$ cat src/rtl/ddr_bringup_pkg.sv
// rtl/ddr_bringup_pkg.sv - shared types and constants for the DDR bring-up sequencer
package ddr_bringup_pkg;

  localparam int TMR_W = 24;

  typedef enum logic [2:0] {
    ST_IDLE,
    ST_RST_PULSE,
    ST_DONE_WAIT,
    ST_CAL_WAIT,
    ST_TG_WAIT,
    ST_RETRY,
    ST_READY,
    ST_FAIL
  } state_e;

  localparam logic [2:0] ERR_NONE     = 3'd0;
  localparam logic [2:0] ERR_DONE_TMO = 3'd1;
  localparam logic [2:0] ERR_CAL_FAIL = 3'd2;
  localparam logic [2:0] ERR_CAL_TMO  = 3'd3;
  localparam logic [2:0] ERR_TG_FAIL  = 3'd4;
  localparam logic [2:0] ERR_TG_TMO   = 3'd5;
  localparam logic [2:0] ERR_TG_WDOG  = 3'd6;
  localparam logic [2:0] ERR_LOST     = 3'd7;

  // True on the last cycle of a LIMIT-cycle stay in a timed state.
  function automatic logic tmr_hit(input logic [TMR_W-1:0] t, input int unsigned limit);
    return t == TMR_W'(limit - 1);
  endfunction

endpackage

$ cat src/rtl/ddr_bringup_sync.sv
// rtl/ddr_bringup_sync.sv - N-bit two-stage synchronizer for asynchronous status inputs
module ddr_bringup_sync #(
  parameter int N = 1
) (
  input  logic         clk,
  input  logic         rst_n,
  input  logic [N-1:0] d,
  output logic [N-1:0] q
);

  logic [N-1:0] meta_q;
  logic [N-1:0] sync_q;

  always_ff @(posedge clk) begin
    if (!rst_n) begin
      meta_q <= '0;
      sync_q <= '0;
    end else begin
      meta_q <= d;
      sync_q <= meta_q;
    end
  end

  assign q = sync_q;

endmodule

$ cat src/rtl/ddr_bringup_seq.sv
// rtl/ddr_bringup_seq.sv - EMIF reset/calibration/traffic-gen bring-up FSM with bounded retries
module ddr_bringup_seq #(
  parameter int unsigned RST_PULSE_CYC = 16,
  parameter int unsigned DONE_TMO_CYC  = 4096,
  parameter int unsigned CAL_TMO_CYC   = 32'd1 << 22,
  parameter int unsigned TG_TMO_CYC    = 32'd1 << 24,
  parameter int unsigned MAX_RETRY     = 3
) (
  input  logic       clk,
  input  logic       rst_n,
  input  logic       start,
  output logic       local_reset_req,
  input  logic       local_reset_done,
  input  logic       cal_success,
  input  logic       cal_fail,
  input  logic       tg_pass,
  input  logic       tg_fail,
  input  logic       tg_timeout,
  output logic       busy,
  output logic       ready,
  output logic       error,
  output logic [2:0] err_code,
  output logic [1:0] retry_cnt
);

  import ddr_bringup_pkg::*;

  logic [5:0] in_s;
  logic       done_s, cal_ok_s, cal_fail_s, tg_pass_s, tg_fail_s, tg_tmo_s;

  ddr_bringup_sync #(.N(6)) u_sync (
    .clk   (clk),
    .rst_n (rst_n),
    .d     ({tg_timeout, tg_pass, tg_fail, cal_fail, cal_success, local_reset_done}),
    .q     (in_s)
  );

  assign {tg_tmo_s, tg_pass_s, tg_fail_s, cal_fail_s, cal_ok_s, done_s} = in_s;

  state_e           state_q, state_d;
  logic [TMR_W-1:0] timer_q, timer_d;
  logic [2:0]       err_code_q, err_code_d;
  logic [1:0]       retry_cnt_q, retry_cnt_d;
  logic             req_q, req_d;
  logic             busy_q, busy_d;
  logic             ready_q, ready_d;
  logic             error_q, error_d;
  logic             restartable;

  always_comb begin
    state_d     = state_q;
    err_code_d  = err_code_q;
    retry_cnt_d = retry_cnt_q;
    restartable = (state_q == ST_IDLE) || (state_q == ST_READY) || (state_q == ST_FAIL);

    if (start && restartable) begin
      state_d     = ST_RST_PULSE;
      err_code_d  = ERR_NONE;
      retry_cnt_d = 2'd0;
    end else begin
      case (state_q)
        ST_RST_PULSE: begin
          if (tmr_hit(timer_q, RST_PULSE_CYC)) state_d = ST_DONE_WAIT;
        end
        ST_DONE_WAIT: begin
          if (done_s) begin
            state_d = ST_CAL_WAIT;
          end else if (tmr_hit(timer_q, DONE_TMO_CYC)) begin
            state_d    = ST_RETRY;
            err_code_d = ERR_DONE_TMO;
          end
        end
        ST_CAL_WAIT: begin
          if (cal_fail_s) begin
            state_d    = ST_RETRY;
            err_code_d = ERR_CAL_FAIL;
          end else if (cal_ok_s) begin
            state_d = ST_TG_WAIT;
          end else if (tmr_hit(timer_q, CAL_TMO_CYC)) begin
            state_d    = ST_RETRY;
            err_code_d = ERR_CAL_TMO;
          end
        end
        ST_TG_WAIT: begin
          if (tg_fail_s) begin
            state_d    = ST_RETRY;
            err_code_d = ERR_TG_FAIL;
          end else if (tg_tmo_s) begin
            state_d    = ST_RETRY;
            err_code_d = ERR_TG_TMO;
          end else if (tg_pass_s) begin
            state_d = ST_READY;
          end else if (tmr_hit(timer_q, TG_TMO_CYC)) begin
            state_d    = ST_RETRY;
            err_code_d = ERR_TG_WDOG;
          end
        end
        ST_RETRY: begin
          if (32'(retry_cnt_q) < MAX_RETRY) begin
            retry_cnt_d = retry_cnt_q + 2'd1;
            state_d     = ST_RST_PULSE;
          end else begin
            state_d = ST_FAIL;
          end
        end
        ST_READY: begin
          // Losing calibration after READY reuses whatever retries remain.
          if (!cal_ok_s || !done_s) begin
            state_d    = ST_RETRY;
            err_code_d = ERR_LOST;
          end
        end
        default: ;
      endcase
    end

    if (state_d != state_q) begin
      timer_d = '0;
    end else if (timer_q != '1) begin
      timer_d = timer_q + TMR_W'(1);
    end else begin
      timer_d = timer_q;
    end

    req_d   = (state_d == ST_RST_PULSE);
    busy_d  = !((state_d == ST_IDLE) || (state_d == ST_READY) || (state_d == ST_FAIL));
    ready_d = (state_d == ST_READY);
    error_d = (state_d == ST_FAIL);
  end

  always_ff @(posedge clk) begin
    if (!rst_n) begin
      state_q     <= ST_IDLE;
      timer_q     <= '0;
      err_code_q  <= ERR_NONE;
      retry_cnt_q <= 2'd0;
      req_q       <= 1'b0;
      busy_q      <= 1'b0;
      ready_q     <= 1'b0;
      error_q     <= 1'b0;
    end else begin
      state_q     <= state_d;
      timer_q     <= timer_d;
      err_code_q  <= err_code_d;
      retry_cnt_q <= retry_cnt_d;
      req_q       <= req_d;
      busy_q      <= busy_d;
      ready_q     <= ready_d;
      error_q     <= error_d;
    end
  end

  assign local_reset_req = req_q;
  assign busy            = busy_q;
  assign ready           = ready_q;
  assign error           = error_q;
  assign err_code        = err_code_q;
  assign retry_cnt       = retry_cnt_q;

endmodule

$ cat config.mk
export PLATFORM = sky130hd
export DESIGN_NAME = ddr_bringup_seq
export DESIGN_NICKNAME = d
export VERILOG_FILES = /design/src/rtl/ddr_bringup_pkg.sv /design/src/rtl/ddr_bringup_sync.sv /design/src/rtl/ddr_bringup_seq.sv
export SDC_FILE = /design/constraint.sdc
export NUM_CORES = 1
export LEC_CHECK = 0
export BUFFER_PORTS_ARGS = -buffer_cell sky130_fd_sc_hd__buf_4
export CAP_MARGIN = 40
export CELL_PAD_IN_SITES_DETAIL_PLACEMENT = 1
export CELL_PAD_IN_SITES_GLOBAL_PLACEMENT = 2
export CORE_MARGIN = 1.5
export CORE_UTILIZATION = 39
export DETAILED_ROUTE_END_ITERATION = 6
export PLACE_DENSITY = 0.86
export SLEW_MARGIN = 10
export SYNTH_ARGS = -nofsm -noshare
export SYNTH_HDL_FRONTEND = slang
export SYNTH_SLANG_ARGS = --single-unit
$ cat constraint.sdc
create_clock -name clk -period 7.2 [get_ports clk]
set_input_delay 1.44 -clock clk [delete_from_list [all_inputs] [get_ports clk]]
set_output_delay 1.44 -clock clk [all_outputs]
set_load 0.05 [all_outputs]
==> flow_summary.ini, run 1 <==
[global_routing]
grtUsageMet3_pct = 2.75
grt_overflow = 0
gr-usage-met2_pct = 29.7
grt_pass1_wl_mm = 11.6
antenna_found_initial = 0
top_usage_layer = met2
track_usage_pct = 19.9
met1_usage_pct = 29.2
grt_max_degree = 25
grt_pass1_vias = 2315

[floorplanning]
core_area_um2 = 6420
io_pins = 18
die_x_um = 84.8
dieArea_um2 = 7190
rows = 29
start_util_pct = 40.6
die_h_um = 84.8

[flow_run]
drv_cap = 0

[sta]
slew_headroom_pct = 50.8
final.setup_skew_ns = 0.0135
hold_viol = 0
setup_viol = 0
period_needed_ns = 2.85
rsz0062_at_grt = false
fmax_mhz = 351
worstMarginPinSlew_ns = 0.733
finalCritPeriodShare_pct = 39.5
fin_setup_tns_ns = 0
slew_violations = 0

[cts]
cts_tree = built
clock-sinks = 48
clk_path_buf_depth = 2
cts_root_buf = clkbuf_8
clk_pin_slew_ns = 0.09
post-cts-setup-buffers = 0
cts.repair.resized = 0
cts.hold.buffers_added = 0
cts_buffers = 5
clock_latency_ns = 0.31
htreeDepth = 2

[final_layout]
drive_above_1_share_pct = 11.4
area_growth_pct = 11.0
regArea_um2 = 961
antenna_cells = 0
fill_cells = 794
fin_nets = 342
multi_input_area_um2 = 1540

[detailed_routing]
dr.pass1.iters = 6
drc = 1
num_vias = 2398
drt_iter0_markers = 189
wirelength_mm = 6.77
via_per_inst = 5.86
final_antenna_net_count = 0
routedWlPerCell_um = 16.6

[synthesis]
synthFlopType = dfxtp_1
netlist.top_cell.by_area = dfxtp_1
synth_commonest_cells = dfxtp_1, nand2_1, nor3_1
yosysMostFrequentCell = dfxtp_1
post-synth-top-area-fraction_pct = 36.8
ys_seq_area_share_pct = 36.8
ys_ff_latch = 48
yosysWarnings = 0
syn_nets = 335
synth_edf_count = 0
avgSynthCellArea_um2 = 8.05
synth_cell_types = 49
synth.area.top_cells = dfxtp_1, xnor2_1, nor3_1
syn_inst = 324
synth_area_um2 = 2610
async_reset_ff_share_pct = 0

[setup_path]
crit_path_start_kind = flop
path_max_fanout = 23
critPathLaunch = timer_q[0]$_SDFFE_PP0N_
cp-end-kind = flop
rrSetupSlack_ns = 4.35
critical_path_class = flop to flop
crit_required_ns = 7.39
reg2reg_from = timer_q[0]$_SDFFE_PP0N_
cp_data_arrival_time_ns = 3.03
endpoint = timer_q[1]$_SDFFE_PP0N_
r2r-end = timer_q[1]$_SDFFE_PP0N_
worst_r2r_path_depth = 7

[power_and_ir_drop]
combPwrFrac_pct = 8.1
leakagePower_nw = 0.988
p_sw_w = 0.000131
power.internal_w = 0.000392
p_per_area_nw_per_um2 = 181
fin_total_pwr_w = 0.000523
seqPwrFrac_pct = 53.1
netSwitchingFraction_pct = 25.1
p_clk_share_pct = 38.8
ir_drop_v = 0.0000925

[placement]
hpwlAfterDp_mm = 4.85
finalWeightedCongestion = 0.851
port_buffers = 17

[min_path]
hp-class = flop to flop

[status]
violations = DRC
status = finished with violations
## worst max-delay path, stage by stage (launching register included)
cell and delay, ns:
dfxtp_1 0.39, ha_1 0.24, nand3_2 0.14, or4_4 0.72
o21ai_0 0.40, o2111ai_2 0.40, buf_8 0.30, nor4b_1 0.14
## metrics by stage
step                      utilization (%)  hold slack, ns  cell area, µm²  instances  setup slack, ns
final                                45.1           0.440            2900        409             4.35
after global routing                 45.1           0.464            2900        409             4.12
after CTS                            45.1           0.443            2900        409             4.36
after detailed placement             43.3           0.420            2780        401             4.21
after global placement               42.9           0.419            2760        399             4.13
after floorplan                         -           0.412            2610        324             4.80
## how the worst min path moves through the flow
| stage | startpoint | endpoint | slack [ns] | cells past startpoint |
|---|---|---|---|---|
| 4_1_cts | u_sync.meta_q[2]$_SDFF_PN0_ | u_sync.q[2]$_SDFF_PN0_ | 0.44 | 1 |
| 5_1_grt | u_sync.meta_q[1]$_SDFF_PN0_ | u_sync.q[1]$_SDFF_PN0_ | 0.46 | 1 |
| 3_5_place_dp | u_sync.meta_q[2]$_SDFF_PN0_ | u_sync.q[2]$_SDFF_PN0_ | 0.42 | 1 |
| 6_report | u_sync.meta_q[2]$_SDFF_PN0_ | u_sync.q[2]$_SDFF_PN0_ | 0.44 | 1 |
| 2_1_floorplan | u_sync.meta_q[0]$_SDFF_PN0_ | u_sync.q[0]$_SDFF_PN0_ | 0.41 | 1 |
| 3_3_place_gp | u_sync.meta_q[1]$_SDFF_PN0_ | u_sync.q[1]$_SDFF_PN0_ | 0.42 | 1 |
## layout by cell type (no fill, tap or decap), types with 9 or more instances in the layout
cell type / synthesis / final
nor3_1: 31 / 31
nand3_1: 11 / 11
a21oi_1: 9 / 9
nor4_1: 10 / 10
o21ai_0: 23 / 23
and2_1: 19 / 19
nor2_1: 19 / 19
dfxtp_1: 48 / 48
buf_4: 0 / 18
nand2_1: 37 / 37
xnor2_1: 18 / 18
## final cells by class
cell class / count / share of cell area (%)
multi-input combinational: 251 / 53.3
sequential: 48 / 33.2
timing repair buffer: 20 / 5.57
tap: 77 / 3.33
clock buffer: 5 / 2.38
clock inverter: 3 / 1.60
inverter: 5 / 0.648
## state kept, by name, indices dropped and copies added (netlist names)
signal and flops:
busy 1, err_code 3, error 1, local_reset_req 1, ready 1, retry_cnt 2
state_q 3, timer_q 24, u_sync.meta_q 6, u_sync.q 6
## power groups by stage
stage	sequential [W]	combinational, W	clock [W]
2_1_floorplan	0.000284	0.0000296	0
3_3_place_gp	0.000284	0.0000408	0
3_5_place_dp	0.000284	0.0000421	0
4_1_cts	0.000278	0.0000426	0.000212
5_1_grt	0.000279	0.0000466	0.000220
6_report	0.000278	0.0000423	0.000203
## cell families after synthesis
| logic type | count (synthesis) | share of synthesized area [%] |
|---|---|---|
| compound gates | 61 | 16.0 |
| xor+xnor | 22 | 7.39 |
| fa+ha+maj | 2 | 0.959 |
| buf+inv | 25 | 4.22 |
| flops | 48 | 36.8 |
| mux | 3 | 1.15 |
| simple gates | 163 | 33.4 |
## routing by layer
metal / vias to the layer above / wire, µm
met4: 0 / 99
met5: - / 0
li1: 1189 / -
met1: 1150 / 3420
met3: 8 / 255
met2: 51 / 2990
Power figures use the tool's default switching activity.
==> run 2: changes to the inputs <==
CORE_UTILIZATION = 36   (was 39)
PLACE_DENSITY = 0.81   (was 0.86)
clock period = 3 ns   (was 7.2 ns; I/O delays follow)
==> run 2 against run 1 <==
  * The flow now finishes without violations
  * Highest routed layer unchanged
  * Critical path depth did not move
  * Maximum frequency up 6.4%
  * Largest power group unchanged
  * Largest cell class unchanged
  * Register-to-register slack worse by 4.0 ns
  * Via count is 1.0% higher
  * Power is 140% higher
  * Critical path type unchanged
  * Routed wire length up 5.3%
  * First-iteration DRC count shrank 40%
  * Critical endpoint is now ready$_SDFF_PN0_
==> flow_summary.ini, run 2 (synthesis gave the netlist of run 1 again) <==
[sta]
rsz0062_at_grt = false
finalCritPeriodShare_pct = 89.2
worstMarginPinSlew_ns = 0.837
hold_slack_ns = 0.442
slew_headroom_pct = 43.8
fin_setup_tns_ns = 0
hold_viol = 0
fmax_mhz = 374
period_needed_ns = 2.68
slew_violations = 0
final.setup_skew_ns = 0.0110
setup_viol = 0

[final_layout]
stdcell_area_um2 = 2950
largest_register_ffs = 24
fill_cells = 876
multi_input_area_um2 = 1540
fin_nets = 348
drive_above_1_share_pct = 13.0
regMostFlops = timer_q
area_growth_pct = 13.2
layout_commonest_cell = dfxtp_1
regArea_um2 = 961
antenna_cells = 0
fin_cells = 434
final_cell_mix = dfxtp_1, nand2_1, nor3_1

[setup_path]
cp-end-kind = flop
r2r-end = ready$_SDFF_PN0_
crit_required_ns = 3.27
path_max_fanout = 5
worst_r2r_path_depth = 7
rrSetupSlack_ns = 0.32
cp_data_arrival_time_ns = 2.94
critical_path_class = flop to flop
crit_path_start_kind = flop
reg2reg_from = timer_q[0]$_SDFFE_PP0N_

[placement]
postPlaceCellArea_um2 = 2840
hpwlAfterDp_mm = 4.96
port_buffers = 17
placed_cells = 426
finalWeightedCongestion = 0.893

[cts]
cts.repair.resized = 0
clk_pin_slew_ns = 0.10
htreeDepth = 2
clock-sinks = 48
cts_tree = built
cts.hold.buffers_added = 0
cts_root_buf = clkbuf_8
clock_latency_ns = 0.32
post-cts-setup-buffers = 0
cts_buffers = 5
clk_path_buf_depth = 2

[global_routing]
grtUsageMet3_pct = 3.20
gr-usage-met2_pct = 31.2
grt_pass1_vias = 2415
antenna_found_initial = 0
grt_overflow = 0
top_usage_layer = met2
grt_pass1_wl_mm = 12.5
track_usage_pct = 20.6
grt_max_degree = 25
met1_usage_pct = 29.8

[flow_run]
drv_cap = 0

[power_and_ir_drop]
p_per_area_nw_per_um2 = 427
ir_drop_v = 0.000175
leakagePower_nw = 1.01

[floorplanning]
die_x_um = 88.1
die_h_um = 88.1
io_pins = 18
dieArea_um2 = 7770
rows = 30
core_area_um2 = 6910
start_util_pct = 37.8

[detailed_routing]
drc = 0
wirelength_mm = 7.13
dr.pass1.iters = 4
via_per_inst = 5.58
routedWlPerCell_um = 16.4
final_antenna_net_count = 0
drt_iter0_markers = 113
num_vias = 2423

[min_path]
holdPathEnd = u_sync.q[3]$_SDFF_PN0_
hold_start = u_sync.meta_q[3]$_SDFF_PN0_
hp-class = flop to flop
whs_path_depth = 1

[status]
status = finished clean
run 2: cell types whose count changed in the layout (fill, tap and decap cells not counted), sizes merged:
cell / change
buf: +6
run 2: worst max path at each step:
stage,start,end,depth (start not counted)
detailed placement,timer_q[0]$_SDFFE_PP0N_,ready$_SDFF_PN0_,7
floorplan,timer_q[0]$_SDFFE_PP0N_,timer_q[0]$_SDFFE_PP0N_,8
finish,timer_q[0]$_SDFFE_PP0N_,ready$_SDFF_PN0_,7
global route,timer_q[0]$_SDFFE_PP0N_,ready$_SDFF_PN0_,7
global placement,timer_q[0]$_SDFFE_PP0N_,err_code[2]$_SDFFE_PP0P_,8
CTS,timer_q[0]$_SDFFE_PP0N_,ready$_SDFF_PN0_,7
run 2: per-layer routing:
metal  vias to the layer above  wire length, µm
met2                        37             3240
met5                         -                0
met3                         9              200
met4                         0              102
met1                      1176             3580
li1                       1201                -
run 2: final cells by class:
type | count | area share (%)
Timing Repair Buffer | 26 | 6.61
Clock inverter | 3 | 1.57
Inverter | 5 | 0.635
Sequential cell | 48 | 32.5
Tap cell | 96 | 4.07
Clock buffer | 5 | 2.33
Multi-Input combinational cell | 251 | 52.3
run 2: power breakdown:
part	total, W	internal [W]	switching (W)	leakage, nW
Clock	0.000492	0.000251	0.000241	0.0548
Sequential	0.000662	0.000651	0.0000108	0.390
Combinational	0.000108	0.0000387	0.0000695	0.567
Total	0.00126	0.000941	0.000321	1.01
run 2: through the flow:
stage               setup WS, ns  total power, W  util, %
floorplan                  0.614        0.000752        -
global placement           0.477        0.000783     41.1
detailed placement         0.389        0.000785     41.1
CTS                        0.367         0.00128     42.8
global route               0.185         0.00132     42.8
finish                     0.325         0.00126     42.8
run 2: critical path, cell delays in order, from the launching register on:
cell      delay [ns]
dfxtp_1         0.40
ha_1            0.24
nand3_2         0.13
or4_4           0.60
o21ai_0         0.49
a221oi_1        0.23
a21oi_1         0.32
and3b_1         0.21
==> run 3: changes to the inputs <==
CORE_UTILIZATION = 30   (was 36)
PLACE_DENSITY = 0.7   (was 0.81)
TNS_END_PERCENT = 30   (was default)
==> run 3 against run 2 <==
  * Maximum frequency grew 0.83%
  * Critical path depth rose by 1
  * Clock power up 1%
  * Critical path type unchanged
  * Cell count increased by 2.1%
  * Count of clock-buffer cells in the layout unchanged
  * Register-to-register slack better by 0.02 ns
  * Highest routed layer unchanged
  * Largest power group unchanged
  * Final area grew 0.42%
==> flow_summary.ini, run 3 (synthesis gave the netlist of run 1 again) <==
[final_layout]
largest_register_ffs = 24
layout_commonest_cell = dfxtp_1
fill_cells = 1012
final_cell_mix = dfxtp_1, nand2_1, nor3_1
drive_above_1_share_pct = 13.0
fin_nets = 348
antenna_cells = 0
fin_cells = 443
regMostFlops = timer_q
area_growth_pct = 13.7

[setup_path]
path_cells = ha_1, nand3_2, or4_4, buf_4, o21ai_0, a21oi_1, or4_1, a21oi_1
crit_path_start_kind = flop
path_max_fanout = 20
max_stage_delay_ns = 0.60
cp-end-kind = flop
cp_slowest_cell = or4_4
cp_num_buf_inv = 1
critical_path_class = flop to flop
crit_top_cell = a21oi_1
cp_top_family = simple AND/OR/NAND/NOR gates
cp_data_arrival_time_ns = 2.91
rrSetupSlack_ns = 0.35
crit_required_ns = 3.26

[cts]
cts_root_buf = clkbuf_8
post-cts-setup-buffers = 0
cts_buffers = 5
htreeDepth = 2
clock-sinks = 48
cts_tree = built
clk_pin_slew_ns = 0.10
clk_path_buf_depth = 2
clock_latency_ns = 0.32
cts.repair.resized = 0
cts.hold.buffers_added = 0

[global_routing]
grt_max_degree = 25
antenna_found_initial = 0
grt_overflow = 0
track_usage_pct = 17.4
grt_pass1_vias = 2388
grt_pass1_wl_mm = 12.3

[sta]
hold_viol = 0
rsz0062_at_grt = false
fin_setup_tns_ns = 0
fmax_mhz = 377
slew_violations = 0
worstMarginPinSlew_ns = 0.864
finalCritPeriodShare_pct = 88.4
setup_viol = 0
period_needed_ns = 2.65
slew_headroom_pct = 42.0
final.setup_skew_ns = 0.0119

[detailed_routing]
route.met3.wl_um = 229
met2_length_mm = 3.28
routedWlPerCell_um = 16.5
wirelength_mm = 7.30
wl_met1_mm = 3.71
drc = 0
num_vias = 2445
final_antenna_net_count = 0
dr.max_layer_used = met4
dr.pass1.iters = 4
drt_iter0_markers = 143
via_per_inst = 5.52

[floorplanning]
die_x_um = 96.3
core_area_um2 = 8300
io_pins = 18
die_h_um = 96.3
rows = 33
dieArea_um2 = 9260
start_util_pct = 31.4

[status]
status = finished clean

[placement]
finalWeightedCongestion = 0.779
port_buffers = 17
hpwlAfterDp_mm = 5.11
placed_cells = 435

[power_and_ir_drop]
power.internal_w = 0.000942
ir_drop_v = 0.000173
seqPwrFrac_pct = 52.1
p_sw_w = 0.000328
p_clk_share_pct = 39.3
netSwitchingFraction_pct = 25.8
p_per_area_nw_per_um2 = 428
leakagePower_nw = 1.02
combPwrFrac_pct = 8.6

[min_path]
hp-class = flop to flop

[flow_run]
drv_cap = 0
-- run 3: worst reg2reg max path, delay by kind of cell (launching register included) --
| kind | cells | cell delay [ns] |
|---|---|---|
| AO/OA/AOI/OAI | 3 | 0.56 |
| adder cells (fa/ha/maj) | 1 | 0.23 |
| buffers and inverters | 1 | 0.24 |
| flip-flops | 1 | 0.39 |
| AND/OR/NAND/NOR | 3 | 1.16 |
-- run 3: power by group through the flow --
stage | Sequential [W] | Clock (W) | Combinational, W
final | 0.000662 | 0.000498 | 0.000110
after global routing | 0.000664 | 0.000537 | 0.000122
after CTS | 0.000662 | 0.000521 | 0.000111
after detailed placement | 0.000676 | 0 | 0.000111
after global placement | 0.000676 | 0 | 0.000110
after floorplan | 0.000681 | 0 | 0.0000710
-- run 3: final timing paths --
path	from	endpoint	depth (start not counted)
max	timer_q[0]$_SDFFE_PP0N_	err_code[2]$_SDFFE_PP0P_	8
min	u_sync.meta_q[2]$_SDFF_PN0_	u_sync.q[2]$_SDFF_PN0_	1
max reg2reg	timer_q[0]$_SDFFE_PP0N_	err_code[2]$_SDFFE_PP0P_	8
min reg2reg	u_sync.meta_q[2]$_SDFF_PN0_	u_sync.q[2]$_SDFF_PN0_	1
-- run 3: layout make-up --
type                       count  area (µm²)  share of cell area [%]
clock buffer                   5        68.8                    2.32
clock inverter                 3        47.5                    1.60
inverter                       5        18.8                   0.633
multi-input combinational    251        1540                    52.0
sequential                    48         961                    32.4
tap                          105         131                    4.43
timing repair buffer          26         195                    6.58
-- run 3: stage by stage --
stage	hold WS (ns)	setup WS (ns)	instance area [µm²]	utilization, %	power, W
2_1_floorplan	0.412	0.614	2610	-	0.000752
6_report	0.441	0.347	2970	35.7	0.00127
3_5_place_dp	0.421	0.382	2850	34.3	0.000787
5_1_grt	0.460	0.0771	2970	35.7	0.00132
4_1_cts	0.444	0.348	2970	35.7	0.00129
3_3_place_gp	0.417	0.418	2850	34.3	0.000786
-- run 3: per-layer routing --
metal,global-route usage (%),vias to the layer above
li1,-,1199
met1,24.8,1203
met2,27.0,36
met3,2.61,7
met4,4.41,0
met5,0,-
